[src/rtl/ai_pkg.sv]
// rtl/ai_pkg.sv - shared opcodes, state encoding and constants for the AI execute unit
package ai_pkg;

   localparam int LANES = 4;

   localparam logic [2:0] AI_MAC     = 3'b000;
   localparam logic [2:0] AI_DOT     = 3'b001;
   localparam logic [2:0] AI_ACC_WR  = 3'b010;
   localparam logic [2:0] AI_ACC_RD  = 3'b011;
   localparam logic [2:0] AI_ACC_CLR = 3'b100;
   localparam logic [2:0] AI_QNT     = 3'b101;

   localparam logic signed [31:0] INT8_MIN = -32'sd128;
   localparam logic signed [31:0] INT8_MAX = 32'sd127;

   typedef enum logic {
      AI_IDLE,
      AI_BUSY
   } ai_state_e;

endpackage

[src/rtl/ai_ex_unit_if.sv]
// rtl/ai_ex_unit_if.sv - ID/EX operand bundle and EX/MEM writeback bundle of ai_ex_unit
interface ai_ex_unit_if;

   logic        flush;
   logic        in_valid;
   logic [2:0]  ai_opcode;
   logic [31:0] rs1_data;
   logic [31:0] rs2_data;
   logic [31:0] imm;
   logic [4:0]  rd;

   logic        stall;
   logic        busy;
   logic        done;
   logic [31:0] result;
   logic [4:0]  rd_out;
   logic        regwrite_out;
   logic        illegal;

   modport master (
      output flush, in_valid, ai_opcode, rs1_data, rs2_data, imm, rd,
      input  stall, busy, done, result, rd_out, regwrite_out, illegal
   );

   modport slave (
      input  flush, in_valid, ai_opcode, rs1_data, rs2_data, imm, rd,
      output stall, busy, done, result, rd_out, regwrite_out, illegal
   );

endinterface

[src/rtl/ai_lane_mac.sv]
// rtl/ai_lane_mac.sv - one int8 lane product added to the partial dot sum, plus the acc update
// Define AI_SATURATE_EN to clamp the acc update to the signed 32-bit range.
module ai_lane_mac (
   input  logic [7:0]  a_i,
   input  logic [7:0]  b_i,
   input  logic [31:0] part_i,
   input  logic [31:0] acc_i,
   output logic [31:0] dot_o,
   output logic [31:0] acc_o
);

   logic signed [15:0] prod;

`ifdef AI_SATURATE_EN
   logic [32:0] wide;

   always_comb begin
      prod  = $signed(a_i) * $signed(b_i);
      dot_o = part_i + {{16{prod[15]}}, prod};
      wide  = {acc_i[31], acc_i} + {dot_o[31], dot_o};
      // Sign bits disagree only when the 32-bit sum overflowed.
      if (wide[32] != wide[31]) begin
         acc_o = wide[32] ? 32'h8000_0000 : 32'h7FFF_FFFF;
      end else begin
         acc_o = wide[31:0];
      end
   end
`else
   always_comb begin
      prod  = $signed(a_i) * $signed(b_i);
      dot_o = part_i + {{16{prod[15]}}, prod};
      acc_o = acc_i + dot_o;
   end
`endif

endmodule

[src/rtl/ai_ex_unit.sv]
// rtl/ai_ex_unit.sv - AI-extension execute stage: accumulator ops and 4-cycle int8 dot product
// Optional macro AI_SATURATE_EN selects saturating accumulation (see ai_lane_mac).
module ai_ex_unit
   import ai_pkg::*;
(
   input  logic        clk,
   input  logic        reset,
   ai_ex_unit_if.slave bus
);

   localparam logic [1:0] LAST_LANE = 2'(LANES - 1);

   ai_state_e   state_q;
   logic [1:0]  lane_cnt_q;
   logic [2:0]  op_q;
   logic [31:0] rs1_q, rs2_q, work_q, acc_q;
   logic [4:0]  rd_q;
   logic        done_q, regwrite_q, illegal_q;
   logic [31:0] result_q;
   logic [4:0]  rd_out_q;

   logic               is_dot_op, accept;
   logic [31:0]        lane_dot, lane_acc, qnt_val;
   logic signed [31:0] qnt_shift;

   assign is_dot_op = (bus.ai_opcode == AI_MAC) || (bus.ai_opcode == AI_DOT);
   assign accept    = (state_q == AI_IDLE) && bus.in_valid && !bus.flush;

   ai_lane_mac u_lane_mac (
      .a_i    (rs1_q[{lane_cnt_q, 3'b000} +: 8]),
      .b_i    (rs2_q[{lane_cnt_q, 3'b000} +: 8]),
      .part_i (work_q),
      .acc_i  (acc_q),
      .dot_o  (lane_dot),
      .acc_o  (lane_acc)
   );

   always_comb begin
      qnt_shift = $signed(acc_q) >>> bus.imm[4:0];
      if (qnt_shift > INT8_MAX) begin
         qnt_val = INT8_MAX;
      end else if (qnt_shift < INT8_MIN) begin
         qnt_val = INT8_MIN;
      end else begin
         qnt_val = qnt_shift;
      end
   end

   always_ff @(posedge clk or negedge reset) begin
      if (!reset) begin
         state_q    <= AI_IDLE;
         lane_cnt_q <= '0;
         op_q       <= '0;
         rs1_q      <= '0;
         rs2_q      <= '0;
         work_q     <= '0;
         acc_q      <= '0;
         rd_q       <= '0;
         done_q     <= 1'b0;
         regwrite_q <= 1'b0;
         illegal_q  <= 1'b0;
         result_q   <= '0;
         rd_out_q   <= '0;
      end else begin
         done_q     <= 1'b0;
         regwrite_q <= 1'b0;
         illegal_q  <= 1'b0;
         case (state_q)
            AI_IDLE: begin
               if (accept) begin
                  if (is_dot_op) begin
                     state_q    <= AI_BUSY;
                     op_q       <= bus.ai_opcode;
                     rs1_q      <= bus.rs1_data;
                     rs2_q      <= bus.rs2_data;
                     rd_q       <= bus.rd;
                     work_q     <= '0;
                     lane_cnt_q <= '0;
                  end else begin
                     rd_out_q <= bus.rd;
                     case (bus.ai_opcode)
                        AI_ACC_WR: begin
                           acc_q  <= bus.rs1_data;
                           done_q <= 1'b1;
                        end
                        AI_ACC_RD: begin
                           result_q   <= acc_q;
                           done_q     <= 1'b1;
                           regwrite_q <= 1'b1;
                        end
                        AI_ACC_CLR: begin
                           acc_q      <= '0;
                           result_q   <= '0;
                           done_q     <= 1'b1;
                           regwrite_q <= 1'b1;
                        end
                        AI_QNT: begin
                           result_q   <= qnt_val;
                           done_q     <= 1'b1;
                           regwrite_q <= 1'b1;
                        end
                        default: illegal_q <= 1'b1;
                     endcase
                  end
               end
            end
            AI_BUSY: begin
               if (bus.flush) begin
                  state_q <= AI_IDLE;
               end else begin
                  work_q     <= lane_dot;
                  lane_cnt_q <= lane_cnt_q + 2'd1;
                  // acc only moves when the whole dot product is in.
                  if (lane_cnt_q == LAST_LANE) begin
                     state_q    <= AI_IDLE;
                     done_q     <= 1'b1;
                     regwrite_q <= 1'b1;
                     rd_out_q   <= rd_q;
                     if (op_q == AI_MAC) begin
                        acc_q    <= lane_acc;
                        result_q <= lane_acc;
                     end else begin
                        result_q <= lane_dot;
                     end
                  end
               end
            end
            default: state_q <= AI_IDLE;
         endcase
      end
   end

   assign bus.stall = reset &&
                      (((state_q == AI_IDLE) && bus.in_valid && is_dot_op && !bus.flush) ||
                       ((state_q == AI_BUSY) && (lane_cnt_q != LAST_LANE)));
   assign bus.busy         = (state_q == AI_BUSY);
   assign bus.done         = done_q;
   assign bus.result       = result_q;
   assign bus.rd_out       = rd_out_q;
   assign bus.regwrite_out = regwrite_q;
   assign bus.illegal      = illegal_q;

endmodule
[src/flat_wrapper.sv]
// flat-port wrapper written by rule: the top's interface ports become plain ports
module ai_ex_unit_flat import ai_pkg::*;
  (clk, reset, bus_flush, bus_in_valid, bus_ai_opcode, bus_rs1_data, bus_rs2_data, bus_imm, bus_rd, bus_stall, bus_busy, bus_done, bus_result, bus_rd_out, bus_regwrite_out, bus_illegal);
  ai_ex_unit_if bus_i ();
  input  logic clk;
  input  logic reset;
  input wire logic [$bits(bus_i.flush)-1:0] bus_flush;
  input wire logic [$bits(bus_i.in_valid)-1:0] bus_in_valid;
  input wire logic [$bits(bus_i.ai_opcode)-1:0] bus_ai_opcode;
  input wire logic [$bits(bus_i.rs1_data)-1:0] bus_rs1_data;
  input wire logic [$bits(bus_i.rs2_data)-1:0] bus_rs2_data;
  input wire logic [$bits(bus_i.imm)-1:0] bus_imm;
  input wire logic [$bits(bus_i.rd)-1:0] bus_rd;
  output wire logic [$bits(bus_i.stall)-1:0] bus_stall;
  output wire logic [$bits(bus_i.busy)-1:0] bus_busy;
  output wire logic [$bits(bus_i.done)-1:0] bus_done;
  output wire logic [$bits(bus_i.result)-1:0] bus_result;
  output wire logic [$bits(bus_i.rd_out)-1:0] bus_rd_out;
  output wire logic [$bits(bus_i.regwrite_out)-1:0] bus_regwrite_out;
  output wire logic [$bits(bus_i.illegal)-1:0] bus_illegal;
  assign bus_i.flush = bus_flush;
  assign bus_i.in_valid = bus_in_valid;
  assign bus_i.ai_opcode = bus_ai_opcode;
  assign bus_i.rs1_data = bus_rs1_data;
  assign bus_i.rs2_data = bus_rs2_data;
  assign bus_i.imm = bus_imm;
  assign bus_i.rd = bus_rd;
  assign bus_stall = bus_i.stall;
  assign bus_busy = bus_i.busy;
  assign bus_done = bus_i.done;
  assign bus_result = bus_i.result;
  assign bus_rd_out = bus_i.rd_out;
  assign bus_regwrite_out = bus_i.regwrite_out;
  assign bus_illegal = bus_i.illegal;
  ai_ex_unit u_core (.clk(clk), .reset(reset), .bus(bus_i));
endmodule
[config.mk]
export PLATFORM = sky130hd
export DESIGN_NAME = ai_ex_unit_flat
export DESIGN_NICKNAME = d
export VERILOG_FILES = /design/src/rtl/ai_pkg.sv /design/src/rtl/ai_ex_unit_if.sv /design/src/rtl/ai_lane_mac.sv /design/src/rtl/ai_ex_unit.sv /design/src/flat_wrapper.sv
export SDC_FILE = /design/constraint.sdc
export NUM_CORES = 1
export LEC_CHECK = 0
export ABC_AREA = 1
export BUFFER_PORTS_ARGS = -buffer_cell sky130_fd_sc_hd__buf_2
export CAP_MARGIN = 30
export CORE_UTILIZATION = 42
export CTS_BUF_LIST = sky130_fd_sc_hd__clkbuf_2 sky130_fd_sc_hd__clkbuf_4 sky130_fd_sc_hd__clkbuf_8
export DETAILED_ROUTE_END_ITERATION = 16
export GPL_TIMING_DRIVEN = 0
export PLACE_DENSITY = 0.63
export SETUP_SLACK_MARGIN = 0.2
export SLEW_MARGIN = 20
export SYNTH_ARGS = -nofsm -noshare
export SYNTH_HDL_FRONTEND = slang
export SYNTH_SLANG_ARGS = --single-unit
[constraint.sdc]
create_clock -name clk -period 14.85 [get_ports clk]
set_clock_uncertainty 0.2 [all_clocks]
set_input_delay 2.97 -clock clk [delete_from_list [all_inputs] [get_ports clk]]
set_output_delay 2.97 -clock clk [all_outputs]
set_load 0.05 [all_outputs]
==> metrics.yaml, run 1 <==
sta:
  drv_slew: 0
  fin_setup_tns_ns: 0
  grt_setup_unrepaired: "no"
  fin_crit_ns: 10.98
  fmax_mhz: 91.1
  fin_crit_sh_pct: 73.9
  setup_violations: 0
  max-slew-margin-rel_pct: 33.1
  holdWs_ns: 0.282
  hold_viol_final: 0
  worstMarginPinSlew_ns: 1.00
final_layout:
  drive_gt1_share_pct: 7.92
  area_delta_synth_final_pct: 10.0
  post-route-util_pct: 47.2
  final_nets: 2929
  final_common_cell: "nand2_1"
  layout_common_cells: "nand2_1 (892), inv_1 (247), nor2_1 (222), nand3_1 (209), dfrtp_1 (179)"
  antenna_cells: 0
min_path:
  worstHoldStart: "u_core.rs2_q[23]$_DFFE_PN0P_"
  hp-class: "reg -> reg"
  holdPathStages: 2
setup_path:
  critical_path_class: "reg -> reg"
  worstPathRequired_ns: 15.14
  cp-startpoint: "u_core.lane_cnt_q[0]$_DFFE_PN0P_"
  crit_path_end_kind: "flop"
  worstRegToRegCells: 44
  slowest_stage: "xnor2_1"
  r2r_start: "u_core.lane_cnt_q[0]$_DFFE_PN0P_"
  worstSetupStartpointType: "flop"
  timing.critical_path.mode_cell: "nand2_1"
  arrival_ns: 11.27
  slowest_delay_ns: 0.64
  cp_max_fo: 19
synthesis:
  synthAdderAreaFrac_pct: 14.1
  syn_avg_cell_area_sq_um: 6.63
  synth_enable_flop_cells: 0
  synth_warnings: 0
  synth_xor_area_share_pct: 2.67
  synthFlopType: "dfrtp_1"
  synth_nets: 2788
  syn_inst: 2525
  synth-compound-area-share_pct: 13.9
  ys_seq_area_share_pct: 26.8
  synth_top_family_by_area: "simple AND/OR/NAND/NOR gates"
  ys_ff_latch: 179
  yosysUniqueCellTypes: 50
  synth-simple-area-share_pct: 34.0
  netlist_area_sq_um: 16700
  synthMuxAreaShare_pct: 0.0598
  synth-async-reset-ratio_pct: 100
run_status:
  outcome: "completed"
cts:
  cts_root_buf: "clkbuf_8"
  cts_sinks: 179
  clkTransAtPathRegs_ns: 0.13
  cts_made_buffers: 17
  insertion_delay_ns: 0.58
  cts_resized: 0
  postCtsSetupRepairBufs: 0
  htreeDepth: 4
  clockBufferDepth: 2
  cts_tree: "yes"
  cts_hold_buf: 0
die:
  die_w_microns: 202
  ios: 150
  die-area_sq_um: 40700
  design.core.area_sq_um: 39000
  die-height_microns: 202
  rows: 72
  start_util_pct: 42.9
global_routing:
  grtUsageTotal_pct: 32.5
  overflow: 0
  grt_pass1_vias: 17200
  antenna_found_initial: 0
  grt_pass1_wl_microns: 100000
  grt_max_degree: 96
routing:
  firstDrtPassIters: 8
  wl_microns: 65100
  vias_per_cell: 5.65
  drt_iter0_markers: 2004
  ant_nets: 0
  vias: 18100
  wl_per_cell_microns: 20.4
  drc: 0
placement:
  io_buffers: 120
  gp_congestion: 1.04
  place_hpwl_microns: 52500
flow_run:
  maxCapViolCount: 0
==> cells by family (layout without fill, tap and decap cells) <==
kind of cell | Yosys count | after routing
compound gates | 388 | 388
simple gates | 1394 | 1394
buf+inv | 357 | 510
fa+ha+maj | 155 | 155
flops | 179 | 179
mux | 1 | 1
xor+xnor | 51 | 51
==> path summary, 6_finish.rpt <==
kind / slack [ns] / endpoint
hold / removal: 0.28 / u_core.rs2_q[23]$_DFFE_PN0P_
setup / recovery: 3.87 / u_core.bus.result[30]$_DFFE_PN0P_
min in group asynchronous: 2.22 / u_core.work_q[11]$_DFFE_PN0P_
setup reg to reg: 3.87 / u_core.bus.result[30]$_DFFE_PN0P_
max in group asynchronous: 11.26 / u_core.acc_q[29]$_DFFE_PN0P_
hold reg to reg: 0.28 / u_core.rs2_q[23]$_DFFE_PN0P_
==> synth_stat cells, drive strengths merged, types with 2 or more instances <==
cell type  count  area share [%]
clkbuf        70             1.6
clkinv         4           0.090
nand2        899              20
or2           10            0.37
nand3b         4            0.18
nand3        217             6.8
o21bai        10            0.45
nor3          21            0.63
buf           34             1.2
ha            98             7.3
a22oi          2           0.090
a22o          15            0.78
nand4         11            0.41
a221oi        12            0.63
a21o          13            0.58
xor2          31             1.6
o21ai         76             2.3
dfrtp        179              27
inv          249             5.6
a21boi         3            0.13
a21oi        170             5.2
xnor2         20             1.0
nor2         222             5.0
a32o           3            0.18
o311ai         7            0.37
a31oi         41             1.5
a32oi         13            0.68
o21a           2           0.090
a211oi         7            0.31
fa            57             6.8
o22ai          4            0.15
nor4           9            0.34
o211ai         5            0.22
==> stage by stage <==
stage	cells	area [sq um]	worst slack, ns
floorplan	2525	16700	6.64
global placement	3163	18000	4.14
detailed placement	3164	18000	4.10
CTS	3195	18400	4.05
global route	3196	18400	3.14
finish	3196	18400	3.87
==> flip-flops by register name (all words and copies together) (netlist names) <==
| name | count |
|---|---|
| u_core.lane_cnt_q | 2 |
| u_core.bus.busy | 1 |
| u_core.bus.result | 32 |
| u_core.bus.illegal | 1 |
| u_core.bus.rd_out | 5 |
| u_core.rs2_q | 32 |
| u_core.op_q | 3 |
| u_core.rd_q | 5 |
| u_core.acc_q | 32 |
| u_core.bus.regwrite_out | 1 |
| u_core.work_q | 32 |
| u_core.bus.done | 1 |
| u_core.rs1_q | 32 |
==> worst max-delay path: cells and delay by family, from the launching register on <==
| family | cells | cell delay [ns] |
|---|---|---|
| simple gates | 21 | 3.18 |
| xor+xnor | 1 | 0.64 |
| flops | 1 | 0.40 |
| buf+inv | 9 | 1.64 |
| fa+ha+maj | 7 | 3.36 |
| compound gates | 6 | 1.46 |
==> layout make-up <==
type / instances / area, sq um
plain buffers: 104 / 460
clock inverters: 13 / 138
inverters: 253 / 950
clock buffers: 18 / 248
repair buffers: 122 / 643
flip-flops and latches: 179 / 4480
multi-input cells: 1989 / 10900
well taps: 518 / 648
fillers: 4167 / 20600
==> per-layer routing <==
| layer | global-route usage (%) | part of all wire [%] |
|---|---|---|
| met1 | 46.1 | 45 |
| met2 | 49.8 | 44 |
| met3 | 5.13 | 7.9 |
| met4 | 12.0 | 3.5 |
| met5 | 0 | 0 |
Power of run 1 is not shown: default switching activity piles up to over one toggle a cycle in this logic, so the estimate is an artifact.
==> run 2: changes to the inputs <==
==> constraint.sdc (replaced) <==
create_clock -name clk -period 11.17 [get_ports clk]
set_clock_uncertainty 0.2 [all_clocks]
set_input_delay 2.234 -clock clk [delete_from_list [all_inputs] [get_ports clk]]
set_output_delay 2.234 -clock clk [all_outputs]
set_load 0.05 [all_outputs]
==> run 2 against run 1 <==
- non-clock buffer count did not move
- sequential cell count did not move
- clock-buffer cell count did not move
- maximum frequency rose by 6.5%
- critical endpoint unchanged
- largest cell class unchanged
- highest routed layer unchanged
==> metrics.yaml, run 2 (synthesized netlist as in run 1, its figures left out) <==
run_status:
  outcome: "completed"
final_layout:
  layout_common_cells: "nand2_1 (891), inv_1 (247), nor2_1 (222), nand3_1 (209), dfrtp_1 (179)"
  final_nets: 2929
  area_delta_synth_final_pct: 10.5
  stdcell_count: 3196
  nFillCells: 4152
  regArea_sq_um: 4480
  antenna_cells: 0
  final_common_cell: "nand2_1"
  multi_input_area_sq_um: 10900
  post-route-util_pct: 47.4
  drive_gt1_share_pct: 8.40
global_routing:
  overflow: 0
  use_met3_pct: 5.13
  grt_max_degree: 96
  grt_pass1_vias: 17200
  grt.busiest_layer: "met2"
  grtUsageTotal_pct: 32.5
  grtUsageMet1_pct: 46.1
  grtUsageMet2_pct: 49.8
  grt_pass1_wl_microns: 100000
  antenna_found_initial: 0
cts:
  cts_made_buffers: 17
  clockBufferDepth: 2
  cts_resized: 0
  cts_root_buf: "clkbuf_8"
  postCtsSetupRepairBufs: 0
  cts_hold_buf: 0
  clkTransAtPathRegs_ns: 0.13
  cts_tree: "yes"
  cts_sinks: 179
  htreeDepth: 4
  insertion_delay_ns: 0.58
min_path:
  holdPathEnd: "u_core.rs2_q[23]$_DFFE_PN0P_"
  worstHoldStart: "u_core.rs2_q[23]$_DFFE_PN0P_"
  hp-class: "reg -> reg"
  holdPathStages: 2
setup_path:
  r2r_start: "u_core.lane_cnt_q[1]$_DFFE_PN0P_"
  arrival_ns: 10.60
  critical_path_class: "reg -> reg"
  timing.critical_path.mode_cell: "nand2_1"
  worstPathRequired_ns: 11.47
  reg2reg_to: "u_core.bus.result[30]$_DFFE_PN0P_"
  slowest_stage: "a32oi_1"
  worstRegToRegCells: 51
  rrSetupSlack_ns: 0.86
  worstSetupStartpointType: "flop"
  slowest_delay_ns: 0.64
  crit_path_end_kind: "flop"
  cp_max_fo: 10
sta:
  hold_viol_final: 0
  fin_ws_ns: 0.862
  fmax_mhz: 97.0
  fin_crit_ns: 10.31
  setup_violations: 0
  drv_slew: 0
  grt_setup_unrepaired: "no"
  max-slew-margin-rel_pct: 32.8
  fin_crit_sh_pct: 92.3
  fin_setup_tns_ns: 0
  worstMarginPinSlew_ns: 1.00
die:
  ios: 150
  rows: 72
  die-height_microns: 202
  die-area_sq_um: 40700
  start_util_pct: 42.9
  die_w_microns: 202
  design.core.area_sq_um: 39000
placement:
  gp_congestion: 1.04
  io_buffers: 120
  dp.cells: 3164
  dp_slack_ns: 0.417
  place_hpwl_microns: 52500
routing:
  wl_per_cell_microns: 20.4
  drt_iter0_markers: 2096
  drc: 0
  wl_microns: 65100
  vias: 18100
  vias_per_cell: 5.66
  firstDrtPassIters: 6
  ant_nets: 0
flow_run:
  maxCapViolCount: 0
-- run 2: critical path, delay by kind of cell (launching register included) --
family          cells  cell delay, ns
buf+inv            11            1.53
flops               1            0.40
fa+ha+maj           7            2.82
simple gates       19            2.27
xor+xnor            2            0.65
compound gates     12            2.37
-- run 2: metrics by stage --
step | hold slack, ns | instance area [sq um]
2_1_floorplan | 0.237 | 16700
3_3_place_gp | 0.251 | 18000
3_5_place_dp | 0.253 | 18000
4_1_cts | 0.282 | 18400
5_1_grt | 0.298 | 18500
6_report | 0.281 | 18500
-- run 2: worst max path at each step --
stage | end | slack, ns | cells after the start | start
after floorplan | u_core.bus.result[28]$_DFFE_PN0P_ | 2.96 | 48 | u_core.lane_cnt_q[0]$_DFFE_PN0P_
after global placement | u_core.bus.result[30]$_DFFE_PN0P_ | 0.46 | 48 | u_core.lane_cnt_q[0]$_DFFE_PN0P_
after detailed placement | u_core.bus.result[30]$_DFFE_PN0P_ | 0.42 | 44 | u_core.lane_cnt_q[0]$_DFFE_PN0P_
after CTS | u_core.bus.result[30]$_DFFE_PN0P_ | 0.37 | 44 | u_core.lane_cnt_q[0]$_DFFE_PN0P_
after global routing | u_core.bus.result[31]$_DFFE_PN0P_ | 0.25 | 49 | u_core.lane_cnt_q[1]$_DFFE_PN0P_
final | u_core.bus.result[30]$_DFFE_PN0P_ | 0.86 | 51 | u_core.lane_cnt_q[1]$_DFFE_PN0P_
-- run 2: routing by layer --
layer  routed length (microns)  share of wire [%]
met5                         0                  0
met4                      2260                3.5
met3                      5120                7.9
met2                     28600                 44
met1                     29100                 45
-- run 2: cell type report --
| class | instances | area share, % |
|---|---|---|
| tap | 518 | 3.50 |
| inverter | 253 | 5.13 |
| buffer | 104 | 2.52 |
| clock inverter | 13 | 0.744 |
| sequential | 179 | 24.2 |
| timing repair buffer | 122 | 3.48 |
| clock buffer | 18 | 1.34 |
| multi-input combinational | 1989 | 59.1 |
Power of run 2 is left out for the same reason.
==> run 3: changes to the inputs <==
--- a/config.mk
+++ b/config.mk
@@ -13,7 +13,6 @@
 export DETAILED_ROUTE_END_ITERATION = 16
 export GPL_TIMING_DRIVEN = 0
 export PLACE_DENSITY = 0.63
-export SETUP_SLACK_MARGIN = 0.2
 export SLEW_MARGIN = 20
 export SYNTH_ARGS = -nofsm -noshare
 export SYNTH_HDL_FRONTEND = slang
==> constraint.sdc (replaced) <==
create_clock -name clk -period 10.6 [get_ports clk]
set_clock_uncertainty 0.2 [all_clocks]
set_input_delay 2.12 -clock clk [delete_from_list [all_inputs] [get_ports clk]]
set_output_delay 2.12 -clock clk [all_outputs]
set_load 0.05 [all_outputs]
==> run 3 against run 2 <==
- critical path depth shrank 2
- routed wire length grew 0.14%
- hold slack gained 0.0011 ns
- clock-buffer cell count is the same
- global-route usage is essentially flat
- die area is the same
- first-iteration DRC count shrank 8.9%
- non-clock buffer count shrank 1
- sequential share of layout area shrank 0.072 points
- via count grew 0.14%
- largest cell class unchanged
==> metrics.yaml, run 3 (synthesized netlist as in run 1, its figures left out) <==
run_status:
  outcome: "completed"
final_layout:
  final_common_cell: "nand2_1"
  drive_gt1_share_pct: 8.74
  antenna_cells: 0
  regArea_sq_um: 4480
  final_nets: 2928
  area_delta_synth_final_pct: 10.8
  nFillCells: 4139
  layout_common_cells: "nand2_1 (891), inv_1 (247), nor2_1 (222), nand3_1 (209), dfrtp_1 (179)"
  multi_input_area_sq_um: 11000
die:
  start_util_pct: 42.9
  die_w_microns: 202
  ios: 150
  die-area_sq_um: 40700
  die-height_microns: 202
  rows: 72
  design.core.area_sq_um: 39000
cts:
  cts_root_buf: "clkbuf_8"
  insertion_delay_ns: 0.59
  cts_sinks: 179
  cts_made_buffers: 17
  postCtsSetupRepairBufs: 0
  clockBufferDepth: 2
  htreeDepth: 4
  clkTransAtPathRegs_ns: 0.13
  cts_tree: "yes"
sta:
  hold_viol_final: 0
  setup_violations: 0
  holdWs_ns: 0.282
  fmax_mhz: 101
  drv_slew: 0
  fin_crit_ns: 9.93
  fin_ws_ns: 0.673
  fin_crit_sh_pct: 93.7
  worstMarginPinSlew_ns: 0.959
  max-slew-margin-rel_pct: 36.1
flow_run:
  maxCapViolCount: 0
routing:
  wl_microns: 65200
  drt_iter0_markers: 1910
  vias: 18100
  wl_per_cell_microns: 20.4
  firstDrtPassIters: 5
  vias_per_cell: 5.67
  ant_nets: 0
  drc: 0
placement:
  gp_congestion: 1.04
  place_hpwl_microns: 52500
  io_buffers: 120
  dp_slack_ns: -0.153
global_routing:
  overflow: 0
  grt_max_degree: 96
  grt_pass1_wl_microns: 100000
  grt_pass1_vias: 17200
  grtUsageTotal_pct: 32.5
  antenna_found_initial: 0
min_path:
  holdPathEnd: "u_core.op_q[2]$_DFFE_PN0P_"
  holdPathStages: 2
  worstHoldStart: "u_core.op_q[2]$_DFFE_PN0P_"
  hp-class: "reg -> reg"
setup_path:
  critical_path_class: "reg -> reg"
  slowest_stage: "fa_1"
  r2r_start: "u_core.lane_cnt_q[0]$_DFFE_PN0P_"
  slowest_delay_ns: 0.56
  timing.critical_path.mode_cell: "nand2_1"
  crit_path_end_kind: "flop"
  worstRegToRegCells: 49
  arrival_ns: 10.22
  rrSetupSlack_ns: 0.67
  cp_max_fo: 10
  reg2reg_to: "u_core.bus.result[30]$_DFFE_PN0P_"
  worstSetupStartpointType: "flop"
  worstPathRequired_ns: 10.90
run 3: worst max path at each step:
| stage | from | end | slack (ns) |
|---|---|---|---|
| after floorplan | u_core.lane_cnt_q[0]$_DFFE_PN0P_ | u_core.bus.result[28]$_DFFE_PN0P_ | 2.39 |
| after global placement | u_core.lane_cnt_q[0]$_DFFE_PN0P_ | u_core.bus.result[30]$_DFFE_PN0P_ | -0.11 |
| after detailed placement | u_core.lane_cnt_q[0]$_DFFE_PN0P_ | u_core.bus.result[30]$_DFFE_PN0P_ | -0.15 |
| after CTS | u_core.lane_cnt_q[0]$_DFFE_PN0P_ | u_core.bus.result[30]$_DFFE_PN0P_ | 0.09 |
| after global routing | u_core.lane_cnt_q[1]$_DFFE_PN0P_ | u_core.bus.result[31]$_DFFE_PN0P_ | -0.01 |
| final | u_core.lane_cnt_q[0]$_DFFE_PN0P_ | u_core.bus.result[30]$_DFFE_PN0P_ | 0.67 |
run 3: what timing repair did:
| item | in CTS | in global routing |
|---|---|---|
| endpoints found under the setup margin | 5 | 24 |
| endpoints found under the hold margin | 0 | 0 |
| pin swaps | 0 | 1 |
| hold buffers | 0 | 0 |
| resized for setup | 2 | 30 |
run 3: routing by layer:
| metal | routed length [microns] | vias to the layer above | GRT usage [%] |
|---|---|---|---|
| li1 | - | 8504 | - |
| met1 | 29200 | 8618 | 46.2 |
| met2 | 28500 | 874 | 49.9 |
| met3 | 5110 | 124 | 4.96 |
| met4 | 2340 | 0 | 12.0 |
| met5 | 0 | - | 0 |
run 3: worst max-delay path: cells and delay by family (launching register included):
kind | cells | cell delay [ns]
AO/OA/AOI/OAI | 11 | 2.04
XOR/XNOR | 2 | 0.54
adder cells (fa/ha/maj) | 7 | 3.27
buffers and inverters | 9 | 0.94
flip-flops | 1 | 0.51
AND/OR/NAND/NOR | 20 | 2.35
run 3: cell type report:
class                   count  area share (%)
flip-flops and latches    179            24.1
clock buffers              18            1.34
repair buffers            122            3.47
inverters                 253            5.12
well taps                 518            3.49
multi-input cells        1989            59.2
clock inverters            13           0.742
plain buffers             103            2.52
run 3: through the flow:
step	cells	instance area, sq um	utilization (%)	setup TNS [ns]
after detailed placement	3164	18000	46.2	-0.413
after CTS	3195	18400	47.2	0
after floorplan	2525	16700	-	0
after global routing	3195	18600	47.6	-0.0269
after global placement	3163	18000	46.1	-0.165
final	3195	18600	47.6	0
Power of run 3 is left out for the same reason.
